File: src/rtl/receiver_if.sv
// Serial-receive bundle: the incoming line plus the recovered byte and its strobes.
interface receiver_if;
   logic       rx_line;
   logic [7:0] data_out;
   logic       rx_valid;
   logic       rx_busy;
   logic       frame_err;

   // Receiver side: consumes the line and produces byte/strobes.
   modport master (
      input  rx_line,
      output data_out,
      output rx_valid,
      output rx_busy,
      output frame_err
   );

   // Consumer side: drives the line and observes the results.
   modport slave (
      output rx_line,
      input  data_out,
      input  rx_valid,
      input  rx_busy,
      input  frame_err
   );
endinterface

File: src/rtl/receiver.sv
// 8N1 UART receiver with mid-bit sampling. The start bit is confirmed half a
// bit after the falling edge, so every later sample lands at a bit centre.
// A frame whose stop bit reads low raises frame_err instead of rx_valid and
// leaves the last good byte on data_out.
module receiver #(
   parameter int CLKS_PER_BIT = 16
) (
   input  logic      clk,
   input  logic      reset,
   receiver_if.master bus
);
   localparam int HALF = CLKS_PER_BIT / 2;
   localparam int CW   = $clog2(CLKS_PER_BIT);
   localparam logic [CW-1:0] HALF_M1 = CW'(HALF - 1);
   localparam logic [CW-1:0] FULL_M1 = CW'(CLKS_PER_BIT - 1);

   typedef enum logic [2:0] {
      S_IDLE,
      S_START,
      S_DATA,
      S_STOP,
      S_CLEANUP
   } state_t;

   logic          s1_q;
   logic          rx_s_q;
   state_t        state_q,   state_d;
   logic [CW-1:0] clk_cnt_q, clk_cnt_d;
   logic [2:0]    bit_idx_q, bit_idx_d;
   logic [7:0]    shift_q,   shift_d;
   logic [7:0]    data_q,    data_d;
   logic          valid_q,   valid_d;
   logic          ferr_q,    ferr_d;

   // Two-flop synchronizer for the asynchronous line; idles high.
   always_ff @(posedge clk) begin
      if (reset) begin
         s1_q   <= 1'b1;
         rx_s_q <= 1'b1;
      end else begin
         s1_q   <= bus.rx_line;
         rx_s_q <= s1_q;
      end
   end

   // State, counters, shift register and registered outputs.
   always_ff @(posedge clk) begin
      if (reset) begin
         state_q   <= S_IDLE;
         clk_cnt_q <= '0;
         bit_idx_q <= 3'd0;
         shift_q   <= 8'h00;
         data_q    <= 8'h00;
         valid_q   <= 1'b0;
         ferr_q    <= 1'b0;
      end else begin
         state_q   <= state_d;
         clk_cnt_q <= clk_cnt_d;
         bit_idx_q <= bit_idx_d;
         shift_q   <= shift_d;
         data_q    <= data_d;
         valid_q   <= valid_d;
         ferr_q    <= ferr_d;
      end
   end

   // Next-state logic: count to the sample point, sample, then restart the count.
   always_comb begin
      state_d   = state_q;
      clk_cnt_d = clk_cnt_q + CW'(1);
      bit_idx_d = bit_idx_q;
      shift_d   = shift_q;
      data_d    = data_q;
      valid_d   = 1'b0;
      ferr_d    = 1'b0;

      case (state_q)
         S_IDLE: begin
            clk_cnt_d = '0;
            if (!rx_s_q) state_d = S_START;
         end
         S_START: begin
            if (clk_cnt_q == HALF_M1) begin
               clk_cnt_d = '0;
               if (!rx_s_q) begin
                  state_d   = S_DATA;
                  bit_idx_d = 3'd0;
               end else begin
                  // Line went back high before mid-start: treat as a glitch.
                  state_d = S_IDLE;
               end
            end
         end
         S_DATA: begin
            if (clk_cnt_q == FULL_M1) begin
               clk_cnt_d          = '0;
               shift_d[bit_idx_q] = rx_s_q;
               if (bit_idx_q == 3'd7) state_d = S_STOP;
               else                   bit_idx_d = bit_idx_q + 3'd1;
            end
         end
         S_STOP: begin
            if (clk_cnt_q == FULL_M1) begin
               clk_cnt_d = '0;
               state_d   = S_CLEANUP;
               if (rx_s_q) begin
                  data_d  = shift_q;
                  valid_d = 1'b1;
               end else begin
                  ferr_d = 1'b1;
               end
            end
         end
         S_CLEANUP: begin
            // Wait for the line to be high so a break is not read as a new start.
            clk_cnt_d = '0;
            if (rx_s_q) state_d = S_IDLE;
         end
         default: begin
            clk_cnt_d = '0;
            state_d   = S_IDLE;
         end
      endcase
   end

   assign bus.data_out  = data_q;
   assign bus.rx_valid  = valid_q;
   assign bus.frame_err = ferr_q;
   assign bus.rx_busy   = (state_q != S_IDLE);
endmodule

File: src/flat_wrapper.sv
// flat-port wrapper written by rule: the top's interface ports become plain ports
module receiver_flat 
#(
   parameter int CLKS_PER_BIT = 16
)
  (clk, reset, bus_rx_line, bus_data_out, bus_rx_valid, bus_rx_busy, bus_frame_err);
  receiver_if bus_i ();
  input  logic clk;
  input  logic reset;
  input wire logic [$bits(bus_i.rx_line)-1:0] bus_rx_line;
  output wire logic [$bits(bus_i.data_out)-1:0] bus_data_out;
  output wire logic [$bits(bus_i.rx_valid)-1:0] bus_rx_valid;
  output wire logic [$bits(bus_i.rx_busy)-1:0] bus_rx_busy;
  output wire logic [$bits(bus_i.frame_err)-1:0] bus_frame_err;
  assign bus_i.rx_line = bus_rx_line;
  assign bus_data_out = bus_i.data_out;
  assign bus_rx_valid = bus_i.rx_valid;
  assign bus_rx_busy = bus_i.rx_busy;
  assign bus_frame_err = bus_i.frame_err;
  receiver #(.CLKS_PER_BIT(CLKS_PER_BIT)) u_core (.clk(clk), .reset(reset), .bus(bus_i));
endmodule
File: config.mk
export PLATFORM = sky130hd
export DESIGN_NAME = receiver_flat
export DESIGN_NICKNAME = d
export VERILOG_FILES = /design/src/rtl/receiver_if.sv /design/src/rtl/receiver.sv /design/src/flat_wrapper.sv
export SDC_FILE = /design/constraint.sdc
export NUM_CORES = 1
export LEC_CHECK = 0
export ABC_AREA = 1
export CELL_PAD_IN_SITES_DETAIL_PLACEMENT = 2
export CELL_PAD_IN_SITES_GLOBAL_PLACEMENT = 2
export CORE_MARGIN = 2
export CORE_UTILIZATION = 33
export CTS_CLUSTER_DIAMETER = 40
export DETAILED_ROUTE_END_ITERATION = 7
export PLACE_DENSITY_LB_ADDON = 0.1
export SKIP_CTS_REPAIR_TIMING = 1
export SKIP_LAST_GASP = 1
export SLEW_MARGIN = 30
export SYNTH_ARGS = -nofsm -noshare
export SYNTH_HDL_FRONTEND = slang
export SYNTH_SLANG_ARGS = --single-unit
File: constraint.sdc
create_clock -name clk -period 3.5 [get_ports clk]
set_input_delay 0.525 -clock clk [delete_from_list [all_inputs] [get_ports clk]]
set_output_delay 0.525 -clock clk [all_outputs]
set_load 0.005 [all_outputs]
== Yosys cells after proc, flatten, opt, wreduce, memory -nomap -nowiden ==
Cells that the tools add are included.

* Flip-flop bits (word level): 30
* Bits of input ports: 3
* Output and inout port bits: 11
* Logic and storage cells: 61

* Add/sub/neg operators: 2
* $lt $le $gt $ge: 2
* Equal/unequal tests: 15
* Mux-type cells: 21
* Bitwise operators: 2
* Reductions and logical operators: 10

{| class="wikitable"
|+ Operator list
! cell !! count
|-
| 3-bit two-way mux || 10
|-
| 3-bit case mux with 5 select lines || 1
|-
| 2-bit by 1-bit inequality test with 1-bit output, second input constant || 5
|-
| 8-bit bitwise mux || 1
|-
| 4-bit two-way mux || 2
|-
| 4-bit case mux with 2 select lines || 1
|-
| 3-bit by 2-bit equality test with 1-bit output, second input constant || 2
|-
| 3-bit equality test, second input constant || 2
|-
| 2-bit inequality test, second input constant || 3
|-
| 3-bit case mux with 2 select lines || 1
|-
| 6-bit AND reduction || 1
|-
| 5-bit AND reduction || 1
|-
| 4-bit by 1-bit adder with 4-bit output, second input constant || 1
|-
| 4-bit by 3-bit equality test with 1-bit output, second input constant || 1
|-
| 4-bit equality test, second input constant || 1
|-
| 3-bit by 4-bit less-than comparator with 1-bit output, second input constant || 1
|-
| 3-bit by 1-bit adder with 3-bit output, second input constant || 1
|-
| 1-bit demux with 3-bit select || 1
|-
| 3-bit by 1-bit equality test with 1-bit output, second input constant || 1
|-
| 3-bit by 1-bit >= comparator with 1-bit output, second input constant || 1
|-
| 3-bit zero test || 1
|-
| 1-bit two-way mux || 3
|-
| 3-bit AND reduction || 1
|-
| 3-bit nonzero test || 1
|-
| other kinds (7) || 8
|}

== Longest topological paths before layout ==
* Word-level depth: 5
* Gate-level depth with buffers: 10
* Mapped depth without buffers: 9

== Worst setup path before layout ==
OpenSTA, ideal clock, no wires.

* Path kind: register -> register
* Start: reg u_core.bit_idx_q[0]
* End: reg u_core.bit_idx_q[0]
* Library setup time: 0.115 ns
* Arrival: 1.237 ns
* Required time: 3.385 ns
* Slack: 2.148 ns
* Stages on the path, launching flop included: 9
* Buffers on the path: 0
* Period minus slack after synthesis: 1.352 ns
* Path through: dfxtp_1 ha_1 ha_1 inv_1 nand3_1 o21ai_2 nand3_1 nand2_1 nor2_1

* Cells in the longest elaborated chain, start to end: 4
* Elaborated cells between the ends (all ways): 7
* Classes of those cells: add/sub: 1; eq/ne: 2; mux: 3; reduce/logical: 1

{| class="wikitable"
|+ Ends and longest elaborated chain
! element !! line !! RTL
|-
| start, declared || receiver.sv:29 || <nowiki>logic [2:0] bit_idx_q, bit_idx_d;</nowiki>
|-
| start signal, assigned || receiver.sv:59 || <nowiki>bit_idx_q <= bit_idx_d;</nowiki>
|-
| 3-bit by 1-bit adder with 3-bit output || receiver.sv:99 || <nowiki>else bit_idx_d = bit_idx_q + 3'd1;</nowiki>
|-
| 3-bit two-way mux || receiver.sv:98 || <nowiki>if (bit_idx_q == 3'd7) state_d = S_STOP;</nowiki>
|-
| 3-bit two-way mux || receiver.sv:95 || <nowiki>if (clk_cnt_q == FULL_M1) begin</nowiki>
|-
| 3-bit case mux with 2 select lines || receiver.sv:77 || <nowiki>case (state_q)</nowiki>
|}

Several ways; a longest one is shown, not always the timed one. The select of a mux whose other input is x is not followed.
A chain may end at the register's enable or synchronous reset.

== Worst setup path in the final report ==
* Start: reg u_core.state_q[0]
* End: out bus_rx_busy

* Cells in the longest elaborated chain, start to end: 1

{| class="wikitable"
|+ Ends and longest elaborated chain
! element !! line !! RTL
|-
| start, declared || receiver.sv:27 || <nowiki>state_t state_q, state_d;</nowiki>
|-
| start signal, assigned || receiver.sv:57 || <nowiki>state_q <= state_d;</nowiki>
|-
| 3-bit nonzero test || receiver.sv:129 || <nowiki>assign bus.rx_busy = (state_q != S_IDLE);</nowiki>
|-
| end, declared || flat_wrapper.sv:13 || <nowiki>output wire logic [$bits(bus_i.rx_busy)-1:0] bus_rx_busy;</nowiki>
|}

Every way passes these cells.

==> results by stage <==
Global routing:
- The number of global-route vias before repair came to 1302.
- The overflow left after global routing is 0.
- The maximum number of pins on one net before global-route repair is 20.
- Across every metal layer, demand over resource in global routing totals 0.179.
- The number of antenna violations at the first check in global routing is 0.
- The first-pass GRT wire length is 5990 um.

CTS:
- The root buffer cell chosen for the clock tree is clkbuf_8.
- For the worst-skew pair, the clock arrives at the later sink with an insertion delay of 280 ps.
- After clock tree synthesis, the clock-pin slew on the worst setup and hold paths is 60 ps.
- In this run the deepest clock path goes through 2 buffers.
- The clock tree from TritonCTS is built.
- The number of sinks handled by clock tree synthesis is 30.
- The number of buffers inserted during clock tree synthesis is 5.
- The H-tree depth reported by CTS is 2.

Detailed routing:
- The final routed DRC violation total is 0.
- After detailed routing, the average wire length per cell comes to 13.3 um.
- The first routing iteration left 22 violations.
- In the routed layout, each cell is associated on average with a via count of 4.89.
- The routed layout has 1246 vias.
- For this block, the routed nets add up to 3400 um of wire.
- Before antenna repair, the detailed router went through 4 iterations.
- The count of nets left with antenna violations once routing finished came out at 0.

Floorplan:
- The core outline area is 3970 um2.
- The floorplan die height is 67.8 um.
- The top-level I/O count is 14.
- The chip width is 67.8 um.
- The initial utilization of the core area, before any placement, comes to 0.338.
- The number of cell rows is 23.
- The die covers 4590 um2.

STA:
- The final number of hold-violating endpoints came to 0.
- The worst relative slew slack is 0.801.
- The smallest setup slack after layout is 1460 ps.
- The final count of pins violating max slew is 0.
- Static timing analysis puts the maximum clock frequency at 490 MHz.
- Setup repair after global routing left no endpoint under its margin.
- The setup TNS is 0 ps.
- Dividing the final minimum period by the clock period gives 0.583.
- The routed design could run at a clock period as short as 2040 ps.
- For the pin with the worst max-slew slack, the measured transition is 297 ps.
- Setup violations remaining at the end of the flow were counted as 0.
- The setup skew after layout is 2.70 ps.

Worst hold path:
- The worst-case hold path end point is u_core.rx_s_q.
- The start point of the worst hold path is u_core.s1_q.
- The class of the most critical hold timing path is flop to flop.
- The worst hold path cell count is 1.

Setup path:
- The startpoint identified for the worst register-to-register timing path is u_core.clk_cnt_q[0].
- Across all register-to-register paths, the minimum setup slack is 1960 ps.
- The nature of the critical path endpoint is an output pin.
- The worst endpoint required time is 2970 ps.
- The worst setup path is launched from a flop.
- The worst reg2reg path endpoint is u_core.bit_idx_q[1].
- The worst setup path category is flop to output pin.
- The number of cells on the worst reg-to-reg path is 6.
- Data on the critical path arrives at its endpoint at 1520 ps.
- Along the worst path, the maximum fanout reaches 5.

Yosys:
- Of the synthesized area, sequential elements account for 0.447.
- For this run, the number of Yosys warnings is 0.
- Ranked by instance count, the synthesized netlist is headed by nand2_1, dfxtp_1, nor2_1.
- In the synthesized netlist the dominant register cell turns out to be dfxtp_1.
- The distinct cell type count after synthesis is 23.
- The number of instances in the synthesized netlist is 186.
- Ranked by total cell area, the synthesized netlist is headed by dfxtp_1, nand2_1, nor2_1, a21oi_1, nand3_1.
- Of all cell types, the one taking the most synthesized area is dfxtp_1.
- When the netlist entered floorplanning its net count stood at 192.
- Counting flops and latches in the post-synthesis netlist gives 30.
- Of all flip-flops after synthesis, the portion carrying an async set or reset was 0.
- In the post-synthesis netlist, the cell with the most instances is nand2_1.
- The number of synthesized flops with an enable pin is 0.
- The mean post-synth cell area is 7.22 um2.
- The post-synth design cell area is 1340 um2.
- Of the post-synthesis cell area, the dominant cell type holds 0.447.

Power:
- Of the total power, the clock network draws 0.327.
- Summed over all cells, the static leakage comes to 0.630 nW.
- The power density of the placed cells is 536 nW/um2.
- Cell internal power was estimated by the tool at 583 uW.
- The worst voltage drop across the vdd grid is 0.000161 V.
- The sequential fraction of design power is 0.435.
- Of the total power, the share spent switching nets is 0.329.
- The combinational cell fraction of total power is 0.239.
- For this design the total switching power over the nets is 286 uW.

Final layout:
- After the last flow step, the layout net total stands at 210.
- The area occupied by registers is 601 um2.
- The final instance count without filler cells is 255.
- The multi-input combinational cells in the finished layout cover a total of 674 um2.
- The filler cells instantiated in the layout total 486.
- Relative to the synthesized area, the layout overhead comes to 20.9%.
- Of the cells placed in the final design, the portion with a size suffix greater than 1 is 0.102.
- At the end of the flow the core is filled with cells to 0.409.
- The repair_antennas step left the layout with diodes totalling 0.

Place:
- The quantity of I/O buffers inserted on ports is 13.
- Including well taps, the total number of placed cells is 247.
- At the end of routability-driven placement, the weighted congestion stood at 0.750.
- Detailed placement ended at an HPWL of 2610 um.
- The post-placement worst setup slack is 1630 ps.

Flow run:
- The number of maximum-capacitance violations is 0.

Status:
- The run finished with clean final reports.
-- power groups by stage --
stage,sequential (mW),clock [mW],combinational (mW)
4_1_cts,0.378,0.297,0.216
6_report,0.378,0.284,0.207
3_5_place_dp,0.386,0,0.211
2_1_floorplan,0.380,0,0.148
5_1_grt,0.381,0.317,0.243
3_3_place_gp,0.385,0,0.199
-- layer usage --
layer / share of wire / global-route usage / wire length (um)
met1: 0.45 / 0.213 / 1530
met5: 0 / 0 / 0
met3: 0.028 / 0.0500 / 96
met4: 0.018 / 0.0750 / 61
met2: 0.50 / 0.301 / 1710
-- flip-flops by register name, indices dropped and copies added, names as in the netlist --
register and flops:
u_core.bus.data_out 8, u_core.shift_q 8, u_core.clk_cnt_q 4, u_core.bit_idx_q 3
u_core.state_q 3, u_core.bus.frame_err 1, u_core.bus.rx_valid 1, u_core.rx_s_q 1
u_core.s1_q 1
-- worst max-delay path, stage by stage (launching register included) --
cell,delay (ps)
dfxtp_1,360
nor2_1,280
nand2_1,120
clkdlybuf4s50_1,470
-- logic make-up after synthesis --
group / synth area share
AOI/OAI and AO/OA: 0.0923
adders and majority gates: 0.0280
DFF: 0.447
buffers and inverters: 0.0503
and+or+nand+nor: 0.376
xor gates and xnor gates: 0.00652
-- worst max path at each step --
stage,depth (start not counted),to,start
2_1_floorplan,8,u_core.bit_idx_q[0],u_core.bit_idx_q[0]
3_3_place_gp,5,u_core.shift_q[6],reset
3_5_place_dp,5,u_core.shift_q[0],reset
4_1_cts,3,bus_rx_busy,u_core.state_q[0]
5_1_grt,3,bus_rx_busy,u_core.state_q[0]
6_report,3,bus_rx_busy,u_core.state_q[0]
-- layout make-up --
class                   count  area share
clock buffers               7      0.0532
clock inverters             1     0.00308
inverters                  13      0.0301
multi-input cells         139       0.416
flip-flops and latches     30       0.370
well taps                  50      0.0386
repair buffers             15      0.0894
-- per-stage QoR --
step                      hold WS, ps  instance area (um2)  total power [mW]
final                             433                 1620             0.869
after global routing              445                 1620             0.941
after detailed placement          420                 1530             0.597
after global placement            399                 1530             0.583
after floorplan                   389                 1340             0.527
after CTS                         436                 1620             0.891
-- layout by cell type (no fill, tap or decap), types with 2 or more instances in the layout --
master / instances
nor2_1: 30
dfxtp_1: 30
nand2_1: 49
a21oi_1: 19
nand2_2: 3
ha_1: 3
nor2_2: 3
inv_1: 12
nand3_1: 15
or2_2: 2
buf_4: 2
nor3_1: 4
clkdlybuf4s50_1: 13
o21ai_0: 3
clkbuf_8: 6
(Power assumes the default switching activity.)
